**src/rtl/decode_pkg.sv**
```systemverilog
// decode_pkg: constants and the instruction decoder shared by the decode/issue
// stage and the execute stage.
//   - OP_* : 6-bit uop encodings {class[2:0], funct3} consumed by execute
//   - OPC_*: RV32I major opcodes recognised by this front end
//   - decode_fn: pure combinational decode of one instruction word
package decode_pkg;

  localparam int W_AA_INSTR = 32;
  localparam int W_PD_UOPS  = 6;
  localparam int W_PD_DATA  = 32;
  localparam int W_PD_RADDR = 5;

  localparam logic [6:0] OPC_OP     = 7'b0110011;
  localparam logic [6:0] OPC_OP_IMM = 7'b0010011;
  localparam logic [6:0] OPC_BRANCH = 7'b1100011;
  localparam logic [6:0] OPC_AUIPC  = 7'b0010111;
  localparam logic [6:0] OPC_JAL    = 7'b1101111;
  localparam logic [6:0] OPC_JALR   = 7'b1100111;

  localparam logic [6:0] F7_BASE = 7'b0000000;
  localparam logic [6:0] F7_ALT  = 7'b0100000;

  localparam logic [2:0] CLS_R = 3'b000;
  localparam logic [2:0] CLS_I = 3'b010;
  localparam logic [2:0] CLS_B = 3'b011;

  localparam logic [5:0] OP_SUB   = 6'b001_000;
  localparam logic [5:0] OP_SRA   = 6'b001_101;
  localparam logic [5:0] OP_SRAI  = 6'b011_010;
  localparam logic [5:0] OP_AUIPC = 6'b100_000;
  localparam logic [5:0] OP_JAL   = 6'b100_001;
  localparam logic [5:0] OP_JALR  = 6'b100_010;
  localparam logic [5:0] OP_NOP   = 6'b111_111;

  typedef enum logic [1:0] {IMM_NONE, IMM_I, IMM_U, IMM_B} imm_kind_e;

  typedef struct packed {
    logic [5:0] uops;
    logic       use_rs;
    logic       use_rt;
    logic       writes_rd;
    logic       illegal;
    imm_kind_e  imm_kind;
  } dec_t;

  // Anything not explicitly recognised stays an illegal NOP with no operands.
  function automatic dec_t decode_fn(input logic [31:0] instr);
    dec_t       d;
    logic [2:0] f3;
    logic [6:0] f7;
    f3 = instr[14:12];
    f7 = instr[31:25];
    d  = '{uops: OP_NOP, use_rs: 1'b0, use_rt: 1'b0, writes_rd: 1'b0,
           illegal: 1'b1, imm_kind: IMM_NONE};
    case (instr[6:0])
      OPC_OP: begin
        if (f7 == F7_BASE) begin
          d = '{uops: {CLS_R, f3}, use_rs: 1'b1, use_rt: 1'b1, writes_rd: 1'b1,
                illegal: 1'b0, imm_kind: IMM_NONE};
        end else if ((f7 == F7_ALT) && ((f3 == 3'b000) || (f3 == 3'b101))) begin
          d = '{uops: (f3 == 3'b000) ? OP_SUB : OP_SRA, use_rs: 1'b1, use_rt: 1'b1,
                writes_rd: 1'b1, illegal: 1'b0, imm_kind: IMM_NONE};
        end else begin
          d.illegal = 1'b1;
        end
      end
      OPC_OP_IMM: begin
        // Shift-immediates carry funct7 in the immediate field and must be checked.
        if ((f3 == 3'b101) && (f7 == F7_ALT)) begin
          d = '{uops: OP_SRAI, use_rs: 1'b1, use_rt: 1'b0, writes_rd: 1'b1,
                illegal: 1'b0, imm_kind: IMM_I};
        end else if (((f3 == 3'b001) || (f3 == 3'b101)) && (f7 != F7_BASE)) begin
          d.illegal = 1'b1;
        end else begin
          d = '{uops: {CLS_I, f3}, use_rs: 1'b1, use_rt: 1'b0, writes_rd: 1'b1,
                illegal: 1'b0, imm_kind: IMM_I};
        end
      end
      OPC_BRANCH: begin
        // funct3 010/011 are not RV32I branches.
        if ((f3 == 3'b010) || (f3 == 3'b011)) begin
          d.illegal = 1'b1;
        end else begin
          d = '{uops: {CLS_B, f3}, use_rs: 1'b1, use_rt: 1'b1, writes_rd: 1'b0,
                illegal: 1'b0, imm_kind: IMM_B};
        end
      end
      OPC_AUIPC: begin
        d = '{uops: OP_AUIPC, use_rs: 1'b0, use_rt: 1'b0, writes_rd: 1'b1,
              illegal: 1'b0, imm_kind: IMM_U};
      end
      OPC_JAL: begin
        d = '{uops: OP_JAL, use_rs: 1'b0, use_rt: 1'b0, writes_rd: 1'b1,
              illegal: 1'b0, imm_kind: IMM_U};
      end
      OPC_JALR: begin
        if (f3 == 3'b000) begin
          d = '{uops: OP_JALR, use_rs: 1'b1, use_rt: 1'b0, writes_rd: 1'b1,
                illegal: 1'b0, imm_kind: IMM_I};
        end else begin
          d.illegal = 1'b1;
        end
      end
      default: begin
        d.illegal = 1'b1;
      end
    endcase
    return d;
  endfunction

endpackage

```
**src/rtl/regfile_2r1w.sv**
```systemverilog
// regfile_2r1w: 32-entry register file, two combinational read ports, one
// synchronous write port.
//   clk, rst           : clock, synchronous active-high reset (clears all entries)
//   ra_addr / ra_data  : read port A
//   rb_addr / rb_data  : read port B
//   we, waddr, wdata   : write port; the write value is also bypassed to reads
// x0 always reads zero and ignores writes.
module regfile_2r1w
  import decode_pkg::*;
#(
  parameter int W_DATA = W_PD_DATA,
  parameter int W_ADDR = W_PD_RADDR
) (
  input  logic              clk,
  input  logic              rst,
  input  logic [W_ADDR-1:0] ra_addr,
  output logic [W_DATA-1:0] ra_data,
  input  logic [W_ADDR-1:0] rb_addr,
  output logic [W_DATA-1:0] rb_data,
  input  logic              we,
  input  logic [W_ADDR-1:0] waddr,
  input  logic [W_DATA-1:0] wdata
);

  localparam int NREG = 2 ** W_ADDR;

  logic [W_DATA-1:0] mem_r [NREG];

  // Storage update: clear on reset, otherwise write any register but x0.
  always_ff @(posedge clk) begin
    if (rst) begin
      for (int i = 0; i < NREG; i++) begin
        mem_r[i] <= '0;
      end
    end else if (we && (waddr != '0)) begin
      mem_r[waddr] <= wdata;
    end
  end

  // Read ports with same-cycle writeback bypass.
  always_comb begin
    ra_data = '0;
    rb_data = '0;
    if (ra_addr == '0) begin
      ra_data = '0;
    end else if (we && (waddr == ra_addr)) begin
      ra_data = wdata;
    end else begin
      ra_data = mem_r[ra_addr];
    end
    if (rb_addr == '0) begin
      rb_data = '0;
    end else if (we && (waddr == rb_addr)) begin
      rb_data = wdata;
    end else begin
      rb_data = mem_r[rb_addr];
    end
  end

endmodule

```
**src/rtl/decode_issue.sv**
```systemverilog
// decode_issue: RV32I decode/issue stage in front of the execute ALU.
//   clk, rst               : clock, synchronous active-high reset
//   DFI_AA_pc/PD_instr     : offered instruction, DFI_instr_valid / DFO_instr_ready handshake
//   DFI_stall              : freeze the output register
//   DFI_flush              : kill the instruction in the output register
//   DFI_wb_en/addr/data    : writeback into the register file, clears scoreboard bit
//   DFO_*                  : registered uop, operands, immediate, pc, rd, rd_we,
//                            valid and illegal, one cycle after acceptance
module decode_issue
  import decode_pkg::*;
#(
  parameter int W_AA_INSTR = decode_pkg::W_AA_INSTR,
  parameter int W_PD_UOPS  = decode_pkg::W_PD_UOPS,
  parameter int W_PD_DATA  = decode_pkg::W_PD_DATA,
  parameter int W_PD_RADDR = decode_pkg::W_PD_RADDR
) (
  input  logic                  clk,
  input  logic                  rst,
  input  logic [W_AA_INSTR-1:0] DFI_AA_pc,
  input  logic [31:0]           DFI_PD_instr,
  input  logic                  DFI_instr_valid,
  output logic                  DFO_instr_ready,
  input  logic                  DFI_stall,
  input  logic                  DFI_flush,
  input  logic                  DFI_wb_en,
  input  logic [W_PD_RADDR-1:0] DFI_wb_addr,
  input  logic [W_PD_DATA-1:0]  DFI_wb_data,
  output logic [W_PD_UOPS-1:0]  DFO_PD_uops,
  output logic [W_PD_DATA-1:0]  DFO_PD_rs,
  output logic [W_PD_DATA-1:0]  DFO_PD_rt,
  output logic [W_PD_DATA-1:0]  DFO_PD_imm,
  output logic [W_AA_INSTR-1:0] DFO_AA_pc,
  output logic [W_PD_RADDR-1:0] DFO_PD_rd,
  output logic                  DFO_rd_we,
  output logic                  DFO_valid,
  output logic                  DFO_illegal
);

  localparam int NREG = 2 ** W_PD_RADDR;
  localparam logic [NREG-1:0] ONE_HOT_0 = {{(NREG-1){1'b0}}, 1'b1};

  dec_t                  dec_s;
  logic [W_PD_RADDR-1:0] rs_idx_s, rt_idx_s, rd_idx_s;
  logic [W_PD_DATA-1:0]  rf_rs_s, rf_rt_s, imm_s;
  logic                  rd_we_s, hazard_s, ready_s, xfer_s;
  logic [NREG-1:0]       pend_r, pend_nxt_s, set_mask_s, clr_mask_s;

  logic [W_PD_UOPS-1:0]  uops_r;
  logic [W_PD_DATA-1:0]  rs_r, rt_r, imm_r;
  logic [W_AA_INSTR-1:0] pc_r;
  logic [W_PD_RADDR-1:0] rd_r;
  logic                  rd_we_r, valid_r, illegal_r;

  assign rs_idx_s = DFI_PD_instr[19:15];
  assign rt_idx_s = DFI_PD_instr[24:20];
  assign rd_idx_s = DFI_PD_instr[11:7];

  regfile_2r1w #(.W_DATA(W_PD_DATA), .W_ADDR(W_PD_RADDR)) u_regfile (
    .clk     (clk),
    .rst     (rst),
    .ra_addr (rs_idx_s),
    .ra_data (rf_rs_s),
    .rb_addr (rt_idx_s),
    .rb_data (rf_rt_s),
    .we      (DFI_wb_en),
    .waddr   (DFI_wb_addr),
    .wdata   (DFI_wb_data)
  );

  // Decode, immediate extraction, hazard detection and handshake.
  always_comb begin
    dec_s   = decode_fn(DFI_PD_instr);
    rd_we_s = dec_s.writes_rd && (rd_idx_s != '0);
    imm_s   = '0;
    case (dec_s.imm_kind)
      IMM_I:   imm_s[11:0] = DFI_PD_instr[31:20];
      IMM_U:   imm_s[19:0] = DFI_PD_instr[31:12];
      IMM_B:   imm_s[12:0] = {DFI_PD_instr[31], DFI_PD_instr[7], DFI_PD_instr[30:25],
                              DFI_PD_instr[11:8], 1'b0};
      default: imm_s = '0;
    endcase
    // A pending source is fine if its value arrives through the bypass this cycle.
    hazard_s = (dec_s.use_rs && pend_r[rs_idx_s] && !(DFI_wb_en && (DFI_wb_addr == rs_idx_s)))
            || (dec_s.use_rt && pend_r[rt_idx_s] && !(DFI_wb_en && (DFI_wb_addr == rt_idx_s)));
    ready_s  = !rst && !DFI_stall && !hazard_s;
    xfer_s   = DFI_instr_valid && ready_s;
  end

  // Scoreboard next state: clears from writeback and flush, then set wins.
  always_comb begin
    clr_mask_s = (DFI_wb_en ? (ONE_HOT_0 << DFI_wb_addr) : '0)
               | ((DFI_flush && valid_r && rd_we_r) ? (ONE_HOT_0 << rd_r) : '0);
    set_mask_s = (xfer_s && !DFI_flush && rd_we_s) ? (ONE_HOT_0 << rd_idx_s) : '0;
    pend_nxt_s = ((pend_r & ~clr_mask_s) | set_mask_s) & ~ONE_HOT_0;
  end

  // Scoreboard register.
  always_ff @(posedge clk) begin
    if (rst) begin
      pend_r <= '0;
    end else begin
      pend_r <= pend_nxt_s;
    end
  end

  // Output register: reset > flush > stall > transfer > bubble.
  always_ff @(posedge clk) begin
    if (rst || DFI_flush || (!DFI_stall && !xfer_s)) begin
      uops_r    <= OP_NOP;
      rs_r      <= '0;
      rt_r      <= '0;
      imm_r     <= '0;
      pc_r      <= '0;
      rd_r      <= '0;
      rd_we_r   <= 1'b0;
      valid_r   <= 1'b0;
      illegal_r <= 1'b0;
    end else if (DFI_stall) begin
      uops_r    <= uops_r;
      rs_r      <= rs_r;
      rt_r      <= rt_r;
      imm_r     <= imm_r;
      pc_r      <= pc_r;
      rd_r      <= rd_r;
      rd_we_r   <= rd_we_r;
      valid_r   <= valid_r;
      illegal_r <= illegal_r;
    end else begin
      uops_r    <= dec_s.uops;
      rs_r      <= dec_s.use_rs ? rf_rs_s : '0;
      rt_r      <= dec_s.use_rt ? rf_rt_s : '0;
      imm_r     <= imm_s;
      pc_r      <= DFI_AA_pc;
      rd_r      <= dec_s.writes_rd ? rd_idx_s : '0;
      rd_we_r   <= rd_we_s;
      valid_r   <= 1'b1;
      illegal_r <= dec_s.illegal;
    end
  end

  assign DFO_instr_ready = ready_s;
  assign DFO_PD_uops     = uops_r;
  assign DFO_PD_rs       = rs_r;
  assign DFO_PD_rt       = rt_r;
  assign DFO_PD_imm      = imm_r;
  assign DFO_AA_pc       = pc_r;
  assign DFO_PD_rd       = rd_r;
  assign DFO_rd_we       = rd_we_r;
  assign DFO_valid       = valid_r;
  assign DFO_illegal     = illegal_r;

endmodule

```
**config.mk**
```make
export PLATFORM = sky130hd
export DESIGN_NAME = decode_issue
export DESIGN_NICKNAME = d
export VERILOG_FILES = /design/src/rtl/decode_pkg.sv /design/src/rtl/regfile_2r1w.sv /design/src/rtl/decode_issue.sv
export SDC_FILE = /design/constraint.sdc
export NUM_CORES = 2
export LEC_CHECK = 0
export ABC_AREA = 1
export ABC_CLOCK_PERIOD_IN_PS = 3100
export CAP_MARGIN = 15
export CORE_MARGIN = 4
export CORE_UTILIZATION = 45
export CTS_CLUSTER_SIZE = 16
export DETAILED_ROUTE_END_ITERATION = 6
export PLACE_DENSITY_LB_ADDON = 0.08
export SYNTH_ARGS = -nofsm -noshare
export SYNTH_HDL_FRONTEND = slang
export SYNTH_SLANG_ARGS = --single-unit
```
**constraint.sdc**
```tcl
create_clock -name clk -period 3.1 [get_ports clk]
set_input_delay 0.93 -clock clk [delete_from_list [all_inputs] [get_ports clk]]
set_output_delay 0.93 -clock clk [all_outputs]
set_load 0.01 [all_outputs]
```
==> run metrics <==
initial antenna violation count 4; post-synthesis cell area 0.0634 mm^2; nets 7956; CP most frequent cell nor2_4; Hold Slack 0.510 ns; Max Clock Freq 0.321 GHz; yosys warns 0; largest cells by area after synthesis edfxtp_1 (48%), o21ai_0 (9.7%), nor2_1 (9.1%); Post-Syn Area per Cell 8.41 um^2; CP top delay family simple AND/OR/NAND/NOR gates; H-tree depth 4; Comb power frac 14.0%; internal power 28.7 mW; port buffer count 237; Buf/Inv on CP 2; Final Core Density 55.0%; final total power 39.7 mW; slowest stage cell, crit path clkdlybuf4s15_1; Layout Area Growth over Synthesis 21.0%; initial core utilization 45.4%; Multi-input gate area 0.0252 mm^2; worst endpoint required time 2.17 ns; vias post-DR 60375; Cell Chain, Critical Path clkdlybuf4s15_1 -> xnor2_1 -> nand3_2 -> nor2_4 -> a21oi_2 -> nand3_4 -> nor2_4 -> nor2_8 -> buf_6; setup TNS -0.0198 ns; worst r2r dst DFO_PD_rs[5]; Pwr Density 517 mW/mm^2; Sw Ratio 27.7%; final-report max-slew violation count 0; total of max-cap violations 0; critical path class input pin to primary output; clk sinks 1185; period utilization 101%; TritonCTS Buffers 139; total die area 0.147 mm^2; Global Route Usage Sum 35.9%; WP depth 9; DP HPWL 178000 um; num rows 137; Post-synth EDFFs 1024; fin worst setup slack -0.0198 ns; gp weighted congestion 0.952; CTS Buffer Depth 3; outcome finished, violations left; crit path DAT 2.19 ns; Place WS -0.910 ns; most numerous cell in the Yosys netlist nor2_1; Worst Setup SP DFI_wb_addr[2]; Worst path max stage delay 0.24 ns; first-pass GRT wire length 390000 um; Syn Inst Count 7540; DRC viols 6; die extent in y 383 um; Overflow after GRT 0; routed vias/inst 6.14; dpl cell area 0.0721 mm^2; minimum clock period 3.12 ns; NetSw 11.0 mW; critical path endpoint DFO_instr_ready; Root Buffer clkbuf_16; Worst R2R Setup Slack 0.68 ns; drt pass-1 iters 7; dpl cells 9570; flops & latches, synth 1185; # fillers 12656; worst r2r src pend_r[31]; HP Class flip-flop to flip-flop; Synth area leader edfxtp_1; Worst-path clk slew 0.06 ns; Max FO, Critical Path 3; sequential share of power 46.4%; Final Skew 0.0284 ns; CP Capture Type primary output; DR WL/cell 27.7 um; register area share after synthesis 53.6%; maximum vdd drop 0.000542 V; vias in the first global route 56675; hold_sp DFO_PD_imm[19]; relative slew slack 44.6%; Clk pwr share 39.7%; Core ar. 0.140 mm^2; register area 0.0340 mm^2; violated checks DRC, setup timing; Yosys top cell area share 48.5%; CTS tree done; total leakage power 29.3 nW; most instantiated cells after synthesis nor2_1 (1542), o21ai_0 (1227), edfxtp_1 (1024); Non-Filler Instances 9834; Worst setup SP type input pin; Slew @ Worst Pin 0.824 ns; final setup vio count 1; ratio of cells with drive above 1 in the final layout 13.2%; primary flip-flop cell chosen by synthesis mapping edfxtp_1; Async SR Flop Fraction 0%; Distinct cells, synth 45; # IOs 250; largest net degree at the start of global routing 134; DRT Wirelength 272000 um; unrepaired setup endpoints after global routing yes; Iter 0 DRT Violations 8596; Design Area, Final 0.0768 mm^2; worst reg-to-reg path cell count 15; antenna-violating nets left 0; Final Hold Vio Count 0; Chip Width 383 um; Skew-Pair Late Insertion Delay 0.77 ns
worst reg2reg max path, cell delays in order (launching register included):
cell and delay (ns):
dfxtp_1 0.38, nand2_1 0.10, nand3_1 0.09, nand3_1 0.08, nand3_1 0.09, nand2_2 0.08, nand2_1 0.07, nand3_2 0.09
nand2_2 0.08, nor2_8 0.15, buf_4 0.36, nand2_2 0.18, nand2_4 0.12, nand2_8 0.13, buf_12 0.21, nor2_1 0.13
per-layer routing:
| layer | vias to the layer above | part of all wire [%] | global-route usage, % |
|---|---|---|---|
| li1 | 26681 | - | - |
| met1 | 29145 | 39 | 48.7 |
| met2 | 3805 | 45 | 55.3 |
| met3 | 742 | 9.5 | 5.20 |
| met4 | 2 | 6.3 | 20.1 |
| met5 | - | 0.0048 | 0 |
cell families (layout without fill, tap and decap cells):
kind of cell,Yosys count,count (layout),share of synthesized area (%)
AND/OR/NAND/NOR,2761,2761,17.9
AO/OA/AOI/OAI,2344,2344,20.1
buffers and inverters,1208,1582,7.85
flip-flops,1185,1185,53.6
multiplexers,37,37,0.584
XOR/XNOR,4,4,0.0552
other,1,45,0.00591
cell type report:
class                   instances  share of cell area (%)
diodes                          1                 0.00326
clock buffers                 195                    4.87
clock inverters                54                   0.614
inverters                     474                    2.38
multi-input cells            5190                    32.8
flip-flops and latches       1185                    44.3
well taps                    1876                    3.06
repair buffers                859                    12.0
how the worst min path moves through the flow:
stage / end / cells after the start / slack [ns]
floorplan: pend_r[8] / 2 / 0.46
global placement: DFO_PD_imm[3] / 2 / 0.48
detailed placement: DFO_PD_imm[3] / 2 / 0.49
CTS: DFO_PD_imm[19] / 2 / 0.51
global route: DFO_PD_uops[4] / 2 / 0.53
finish: DFO_PD_imm[19] / 2 / 0.51
power by group through the flow:
stage / Combinational, mW / Clock (mW) / Sequential (mW)
final: 5.55 / 15.7 / 18.4
after global routing: 5.86 / 16.6 / 18.5
after CTS: 5.39 / 15.9 / 18.4
after detailed placement: 5.35 / 0 / 18.7
after global placement: 5.31 / 0 / 18.7
after floorplan: 2.76 / 0 / 18.6
state kept, by name, indices dropped and copies added, names as in the netlist:
signal and cells:
DFO_PD_imm 20, DFO_illegal 1, DFO_PD_rd 5, DFO_PD_uops 6
DFO_PD_rs 32, DFO_valid 1, DFO_PD_rt 32, DFO_AA_pc 32
u_regfile.mem_r 1024, pend_r 31, DFO_rd_we 1
repair_timing:
action	in CTS	in global routing
hold buffers	0	0
setup buffers	5	7
cloned	1	1
endpoints found under the setup margin	1	1
gates resized for setup	149	49
pin swaps	35	30
cell usage in the layout (no fill, tap or decap), types with 43 or more instances in the layout:
cell and count:
clkbuf_1 53, dfxtp_1 152, nor2_1 1527, o21ai_0 1226, a22oi_1 43, clkdlybuf4s50_1 201
o22ai_1 65, edfxtp_1 1024, buf_4 445, o221ai_1 52, nand2_1 573, inv_1 446
conb_1 44, nand2_2 54, clkbuf_16 142, nor2_2 64, nand3_1 398, a21oi_1 699
o211ai_1 190, buf_12 171, nand4_1 53
Note: power is estimated with default switching activity, not from simulation.
